$ cat src/rtl/uart_pkt_tx.sv
// Multi-byte UART packet transmitter: valid/ready packet intake, back-to-back
// framing with configurable byte order, parity and stop bits.
module uart_pkt_tx #(
    parameter int unsigned CLK_FREQ  = 50000000,
    parameter int unsigned UART_BPS  = 9600,
    parameter int unsigned NUM_BYTES = 8,
    parameter int unsigned MSB_FIRST = 0,
    parameter int unsigned PARITY    = 0,
    parameter int unsigned STOP_BITS = 1,
    localparam int unsigned LEN_W    = $clog2(NUM_BYTES) + 1,
    localparam int unsigned IDX_W    = (NUM_BYTES > 1) ? $clog2(NUM_BYTES) : 1
) (
    input  logic                   sys_clk,
    input  logic                   sys_rst_n,
    input  logic                   pkt_valid,
    output logic                   pkt_ready,
    input  logic [8*NUM_BYTES-1:0] pkt_din,
    input  logic [LEN_W-1:0]       pkt_len,
    output logic                   tx_busy,
    output logic [IDX_W-1:0]       byte_idx,
    output logic                   pkt_done,
    output logic                   uart_txd
);

    localparam int unsigned BAUD_CNT = CLK_FREQ / UART_BPS;
    localparam int unsigned BAUD_W   = $clog2(BAUD_CNT);
    localparam int unsigned DIN_W    = 8 * NUM_BYTES;
    localparam bit          PAR_EN   = (PARITY == 1) || (PARITY == 2);
    localparam bit          PAR_ODD  = (PARITY == 1);
    localparam bit          TWO_STOP = (STOP_BITS == 2);

    typedef enum logic [2:0] {IDLE, START, DATA, PAR, STOP} state_t;

    state_t             state, state_n;
    logic [BAUD_W-1:0]  baud_cnt, baud_cnt_n;
    logic [2:0]         bit_cnt, bit_cnt_n;
    logic               stop_cnt, stop_cnt_n;
    logic [IDX_W-1:0]   pos, pos_n;
    logic [DIN_W-1:0]   din_sh, din_sh_n;
    logic [LEN_W-1:0]   len_sh, len_sh_n;
    logic               txd_n, ready_n, busy_n, done_n;

    logic               baud_end;
    logic               last_byte;
    logic [LEN_W-1:0]   len_in;
    logic [7:0]         cur_byte;
    logic               par_bit;

    // Byte on the wire for position p, honouring the configured byte order.
    function automatic logic [7:0] sel_byte(input logic [DIN_W-1:0] data,
                                            input logic [LEN_W-1:0] len,
                                            input logic [IDX_W-1:0] p);
        logic [LEN_W-1:0] k;
        logic [7:0]       r;
        k = (MSB_FIRST != 0) ? LEN_W'(len - LEN_W'(1) - LEN_W'(p)) : LEN_W'(p);
        r = 8'h00;
        for (int unsigned i = 0; i < NUM_BYTES; i++) begin
            if (k == LEN_W'(i)) r = data[8*i +: 8];
        end
        return r;
    endfunction

    assign len_in    = ((pkt_len == '0) || (pkt_len > LEN_W'(NUM_BYTES))) ? LEN_W'(NUM_BYTES) : pkt_len;
    assign baud_end  = (baud_cnt == BAUD_W'(BAUD_CNT - 1));
    assign last_byte = (LEN_W'(pos) == LEN_W'(len_sh - LEN_W'(1)));
    assign cur_byte  = sel_byte(din_sh, len_sh, pos);
    assign par_bit   = PAR_ODD ? ~(^cur_byte) : ^cur_byte;

    // Next-state, counters and registered-output values
    always_comb begin
        state_n    = state;
        baud_cnt_n = baud_end ? '0 : BAUD_W'(baud_cnt + BAUD_W'(1));
        bit_cnt_n  = bit_cnt;
        stop_cnt_n = stop_cnt;
        pos_n      = pos;
        din_sh_n   = din_sh;
        len_sh_n   = len_sh;
        txd_n      = uart_txd;
        ready_n    = pkt_ready;
        busy_n     = tx_busy;
        done_n     = 1'b0;

        case (state)
            IDLE: begin
                baud_cnt_n = '0;
                if (pkt_valid && pkt_ready) begin
                    state_n  = START;
                    din_sh_n = pkt_din;
                    len_sh_n = len_in;
                    pos_n    = '0;
                    txd_n    = 1'b0;
                    ready_n  = 1'b0;
                    busy_n   = 1'b1;
                end
            end
            START: begin
                if (baud_end) begin
                    state_n   = DATA;
                    bit_cnt_n = 3'd0;
                    txd_n     = cur_byte[0];
                end
            end
            DATA: begin
                if (baud_end) begin
                    if (bit_cnt == 3'd7) begin
                        stop_cnt_n = 1'b0;
                        if (PAR_EN) begin
                            state_n = PAR;
                            txd_n   = par_bit;
                        end else begin
                            state_n = STOP;
                            txd_n   = 1'b1;
                        end
                    end else begin
                        bit_cnt_n = 3'(bit_cnt + 3'd1);
                        txd_n     = cur_byte[3'(bit_cnt + 3'd1)];
                    end
                end
            end
            PAR: begin
                if (baud_end) begin
                    state_n    = STOP;
                    stop_cnt_n = 1'b0;
                    txd_n      = 1'b1;
                end
            end
            STOP: begin
                if (baud_end) begin
                    if (TWO_STOP && !stop_cnt) begin
                        stop_cnt_n = 1'b1;
                    end else if (last_byte) begin
                        state_n = IDLE;
                        pos_n   = '0;
                        txd_n   = 1'b1;
                        ready_n = 1'b1;
                        busy_n  = 1'b0;
                        done_n  = 1'b1;
                    end else begin
                        state_n = START;
                        pos_n   = IDX_W'(pos + IDX_W'(1));
                        txd_n   = 1'b0;
                    end
                end
            end
            default: begin
                state_n = IDLE;
            end
        endcase
    end

    // State and datapath registers
    always_ff @(posedge sys_clk or negedge sys_rst_n) begin
        if (!sys_rst_n) begin
            state     <= IDLE;
            baud_cnt  <= '0;
            bit_cnt   <= '0;
            stop_cnt  <= 1'b0;
            pos       <= '0;
            din_sh    <= '0;
            len_sh    <= '0;
            uart_txd  <= 1'b1;
            pkt_ready <= 1'b1;
            tx_busy   <= 1'b0;
            pkt_done  <= 1'b0;
        end else begin
            state     <= state_n;
            baud_cnt  <= baud_cnt_n;
            bit_cnt   <= bit_cnt_n;
            stop_cnt  <= stop_cnt_n;
            pos       <= pos_n;
            din_sh    <= din_sh_n;
            len_sh    <= len_sh_n;
            uart_txd  <= txd_n;
            pkt_ready <= ready_n;
            tx_busy   <= busy_n;
            pkt_done  <= done_n;
        end
    end

    assign byte_idx = pos;

endmodule

$ cat config.mk
export PLATFORM = sky130hd
export DESIGN_NAME = uart_pkt_tx
export DESIGN_NICKNAME = d
export VERILOG_FILES = /design/src/rtl/uart_pkt_tx.sv
export SDC_FILE = /design/constraint.sdc
export NUM_CORES = 1
export LEC_CHECK = 0
export ABC_AREA = 1
export CAP_MARGIN = 5
export CORE_ASPECT_RATIO = 1.25
export CORE_MARGIN = 5
export CORE_UTILIZATION = 54
export DETAILED_ROUTE_END_ITERATION = 12
export PLACE_DENSITY = 0.83
export SYNTH_ARGS = -nofsm -noshare
export SYNTH_HDL_FRONTEND = slang
export SYNTH_SLANG_ARGS = --single-unit
$ cat constraint.sdc
create_clock -name sys_clk -period 2.75 [get_ports sys_clk]
set_input_delay 0.275 -clock sys_clk [delete_from_list [all_inputs] [get_ports sys_clk]]
set_output_delay 0.275 -clock sys_clk [all_outputs]
set_load 0.02 [all_outputs]
==> results of run 1 <==
==> cells by family after synthesis <==
kind of cell | after synthesis | share of synthesized area (%)
buf+inv | 101 | 8.84
xor+xnor | 8 | 1.44
flops | 94 | 48.5
fa+ha+maj | 10 | 2.58
compound gates | 64 | 6.75
simple gates | 377 | 31.9
==> synth_stat cells (2+ instances only) <==
library cell	n
a21oi_1	17
buf_2	12
buf_4	2
clkbuf_1	4
clkbuf_8	2
dfrtp_1	92
dfstp_2	2
ha_1	10
inv_1	76
inv_2	3
nand2_1	277
nand3_1	33
nand3b_1	2
nand4_1	2
nor2_1	39
nor3_1	9
nor3b_1	4
nor4_2	2
o21ai_0	41
o21ai_1	2
o22ai_1	3
or2_2	3
xnor2_1	2
xor2_1	6
==> layer usage <==
metal	global-route usage (%)	share of wire, %	wire [um]	vias to the layer above
met3	4.35	5.2	586	22
met4	10.7	2.6	298	0
met1	27.1	43	4830	2008
met2	37.1	49	5590	133
li1	-	-	-	2158
met5	0	0	0	-
==> repair_timing <==
| action | in CTS | in global routing |
|---|---|---|
| hold buffers | 1 | 0 |
| gates resized for setup | 0 | 1 |
| setup endpoints to repair | 0 | 1 |
| endpoints found under the hold margin | 41 | 0 |
==> layout make-up <==
| cell class | count | area, um2 | share of cell area, % |
|---|---|---|---|
| Clock buffer | 12 | 155 | 2.62 |
| Clock inverter | 4 | 45.0 | 0.761 |
| Inverter | 81 | 312 | 5.26 |
| Multi-Input combinational cell | 459 | 2080 | 35.2 |
| Sequential cell | 94 | 2350 | 39.8 |
| Tap cell | 120 | 150 | 2.54 |
| Timing Repair Buffer | 82 | 821 | 13.9 |
==> where the power goes <==
part / switching, mW / internal (mW) / total, mW
Clock: 0.463 / 0.466 / 0.928
Sequential: 0.337 / 1.95 / 2.29
Combinational: 1.13 / 0.708 / 1.84
Total: 1.93 / 3.12 / 5.05
==> state kept, by name (all words and copies together) (netlist names) <==
register	flops
tx_busy	1
baud_cnt	13
len_sh	4
uart_txd	1
bit_cnt	3
din_sh	64
pkt_done	1
pkt_ready	1
state	3
byte_idx	3
==> stage by stage <==
| stage | instance area [um2] | worst slack (ns) | utilization (%) | cells |
|---|---|---|---|---|
| floorplan | 4850 | 0.603 | - | 654 |
| global placement | 5710 | 0.474 | 65.2 | 835 |
| detailed placement | 5710 | 0.325 | 65.2 | 835 |
| CTS | 5920 | 0.301 | 67.6 | 852 |
| global route | 5920 | 0.0366 | 67.6 | 852 |
| finish | 5920 | 0.274 | 67.6 | 852 |
==> worst max path at each step <==
stage,slack (ns),from,end,cells past startpoint
3_5_place_dp,0.33,byte_idx[1],uart_txd,20
4_1_cts,0.30,byte_idx[1],uart_txd,20
6_report,0.27,byte_idx[0],uart_txd,22
2_1_floorplan,0.60,byte_idx[0],uart_txd,22
5_1_grt,0.04,byte_idx[0],uart_txd,22
3_3_place_gp,0.47,byte_idx[1],uart_txd,20
==> PnR_summary.wiki, run 1 <==
{| class="wikitable"
! Metric !! Value
|-
| Clock skew after layout || 0.0126 ns
|-
| Post-layout total power || about 5 mW
|-
| Highest cell delay on the worst timing path || 0.48 ns
|-
| Wire length per cell after detailed routing || 13.3 um
|-
| Fin Setup TNS || 0 ns
|-
| Commonest non-fill, non-tap cells in the layout || 277 x nand2_1, 92 x dfrtp_1, 76 x inv_1, 76 x clkdlybuf4s50_1, 41 x o21ai_0
|-
| Outcome || finished, final reports clean
|-
| Starting utilization of the core area || between 50% and 60%
|-
| Achievable clock frequency || 0.404 GHz
|-
| Critical Path End Type || flip-flop
|-
| Area of the mapped netlist || just under 5000 um2
|-
| Total buffers and inverters traversed by the critical path || 2
|-
| Post-CTS setup buffer count || 0
|-
| R2R Setup Slk || between 0.2 and 0.3 ns
|-
| # port buffers || 77
|-
| Post-Route WL || approximately 11 mm
|-
| Post-detailed-route via-to-cell ratio || ~5.1
|-
| Average cell area after synthesis || about 7.4 um2
|-
| Hold crit path type || input pin to asynchronous set/reset pin
|-
| Die width || roughly 95 um
|-
| First-pass GRT wire length || approximately 19 mm
|-
| Share of cells above drive strength 1 || approximately 5.3%
|-
| Number of max-slew violations in the final report || 0
|-
| Grt ovf || 0
|-
| Flops & latches, synth || between 90 and 100
|-
| Overall global routing resource usage || between 20 and 25%
|-
| Number of synthesized flops with an enable pin || 0
|-
| Via count of the first global-routing pass || about 4,300
|-
| Num Clock Sinks || 94
|-
| Yosys synthesis warning count || 0
|-
| Most area-consuming cells after synthesis || dfrtp_1 47%, nand2_1 21%, inv_1 5.9%
|-
| CP startpoint kind || flip-flop
|-
| Worst reg2reg path endpoint || uart_txd
|-
| Final setup violation count || 0
|-
| TritonCTS clock tree || done
|-
| Post-synth cell types || 33
|-
| Die Height || 116 um
|-
| Clock H-tree levels || 3
|-
| Top cell type's share of synthesized area || a little under half
|-
| Max-cap check violation count || 0
|-
| Number of instances in the synthesized netlist || roughly 650
|-
| Root Driver || clkbuf_8
|-
| Diodes inserted || 0
|-
| Crit-path max FO || 8
|-
| Layout net count || between 800 and 900
|-
| Largest voltage drop on the vdd net || roughly 0.34 mV
|-
| Syn_nets || between 700 and 800
|-
| Clock slew at reported path FFs || ~0.090 ns
|-
| Antenna violations before repair || 0
|-
| Number of nets with antenna violations after routing || 0
|-
| RSZ-0062 raised after global routing || false
|-
| Area of the core region || 8750 um2
|-
| Slew HR || just over 60%
|-
| Cell taking the most area after synthesis || dfrtp_1
|-
| CP arrival || 2.80 ns
|-
| Final Hold Viols || 0
|-
| Clock buffer count from CTS || 9
|-
| Row Count || 38
|-
| Most common cell after layout, fill and taps aside || nand2_1
|-
| Crit-path leading delay family || simple AND/OR/NAND/NOR gates
|-
| Sequential-to-total area share from yosys stat || around half
|-
| Start-to-end type of the worst setup path || flip-flop to flip-flop
|-
| Areal power density over the cells || roughly 850 nW/um2
|-
| Shortest clock period the worst path allows after layout || between 2 and 2.5 ns
|-
| First-pass iteration count of the detailed router || 6
|-
| RD Place Congestion || ~0.97
|-
| Half-perimeter wire length of the detailed placement result || 8.62 mm
|-
| Largest net degree at the start of global routing || 54
|-
| Fill cells || between 700 and 800
|-
| Iter 0 DRT Violations || around 260
|-
| DRC errors left || 0
|-
| Cells traversed along the worst timing path || inv_1 -> ha_1 -> inv_1 -> nor2_1 -> nand2_1 -> nand3_1 -> nand2_1 -> nand2_1 -> nand2_1 -> nand2_1 -> nand2_1 -> nand2_1 -> nand2_1 -> nand2_1 -> nand3_1 -> nand3_1 -> nand2_1 -> nand2_1 -> nand2_1 -> nand2_1 -> nand2_1 -> nand2_1
|-
| Top FF cell, synth || dfrtp_1
|-
| DR vias || between 4,000 and 5,000
|-
| Area added between synthesis and finish || 21.9%
|-
| Leakage Power || roughly 3 nW
|-
| Die area || around 11,000 um2
|-
| Post-route clock period utilization || between 90 and 100%
|-
| Cell type of the slowest stage on the worst timing path || dfrtp_1
|-
| Number of cells on the worst reg-to-reg path || 22
|-
| Proportion of register bits with asynchronous set or reset after synthesis || 100%
|-
| Final hold slack || 0.428 ns
|-
| Actual transition at the worst max-transition pin || approximately 0.56 ns
|-
| Cell seen most often among critical-path stages || nand2_1
|-
| Number of buffers on the longest clock path || 2
|-
| Ports placed on the boundary || between 70 and 80
|-
| Origin of the critical flop-to-flop path || byte_idx[0]
|-
| WP data required || between 3 and 4 ns
|-
| Clk_lat worst skew || approximately 0.37 ns
|}
(Power assumes the default switching activity.)
==> inputs of run 2 (changes only) <==
--- a/config.mk
+++ b/config.mk
@@ -12,6 +12,7 @@
 export CORE_UTILIZATION = 54
 export DETAILED_ROUTE_END_ITERATION = 12
 export PLACE_DENSITY = 0.83
+export SETUP_SLACK_MARGIN = 0.02
 export SYNTH_ARGS = -nofsm -noshare
 export SYNTH_HDL_FRONTEND = slang
 export SYNTH_SLANG_ARGS = --single-unit
==> results of run 2 <==
Final layout, timing and power as in run 1 (identical DEF).
==> inputs of run 3 (changes only) <==
--- a/config.mk
+++ b/config.mk
@@ -13,6 +13,7 @@
 export DETAILED_ROUTE_END_ITERATION = 12
 export PLACE_DENSITY = 0.83
 export SETUP_SLACK_MARGIN = 0.02
+export SLEW_MARGIN = 20
 export SYNTH_ARGS = -nofsm -noshare
 export SYNTH_HDL_FRONTEND = slang
 export SYNTH_SLANG_ARGS = --single-unit
==> results of run 3 <==
Final layout, timing and power as in run 1 (identical DEF).
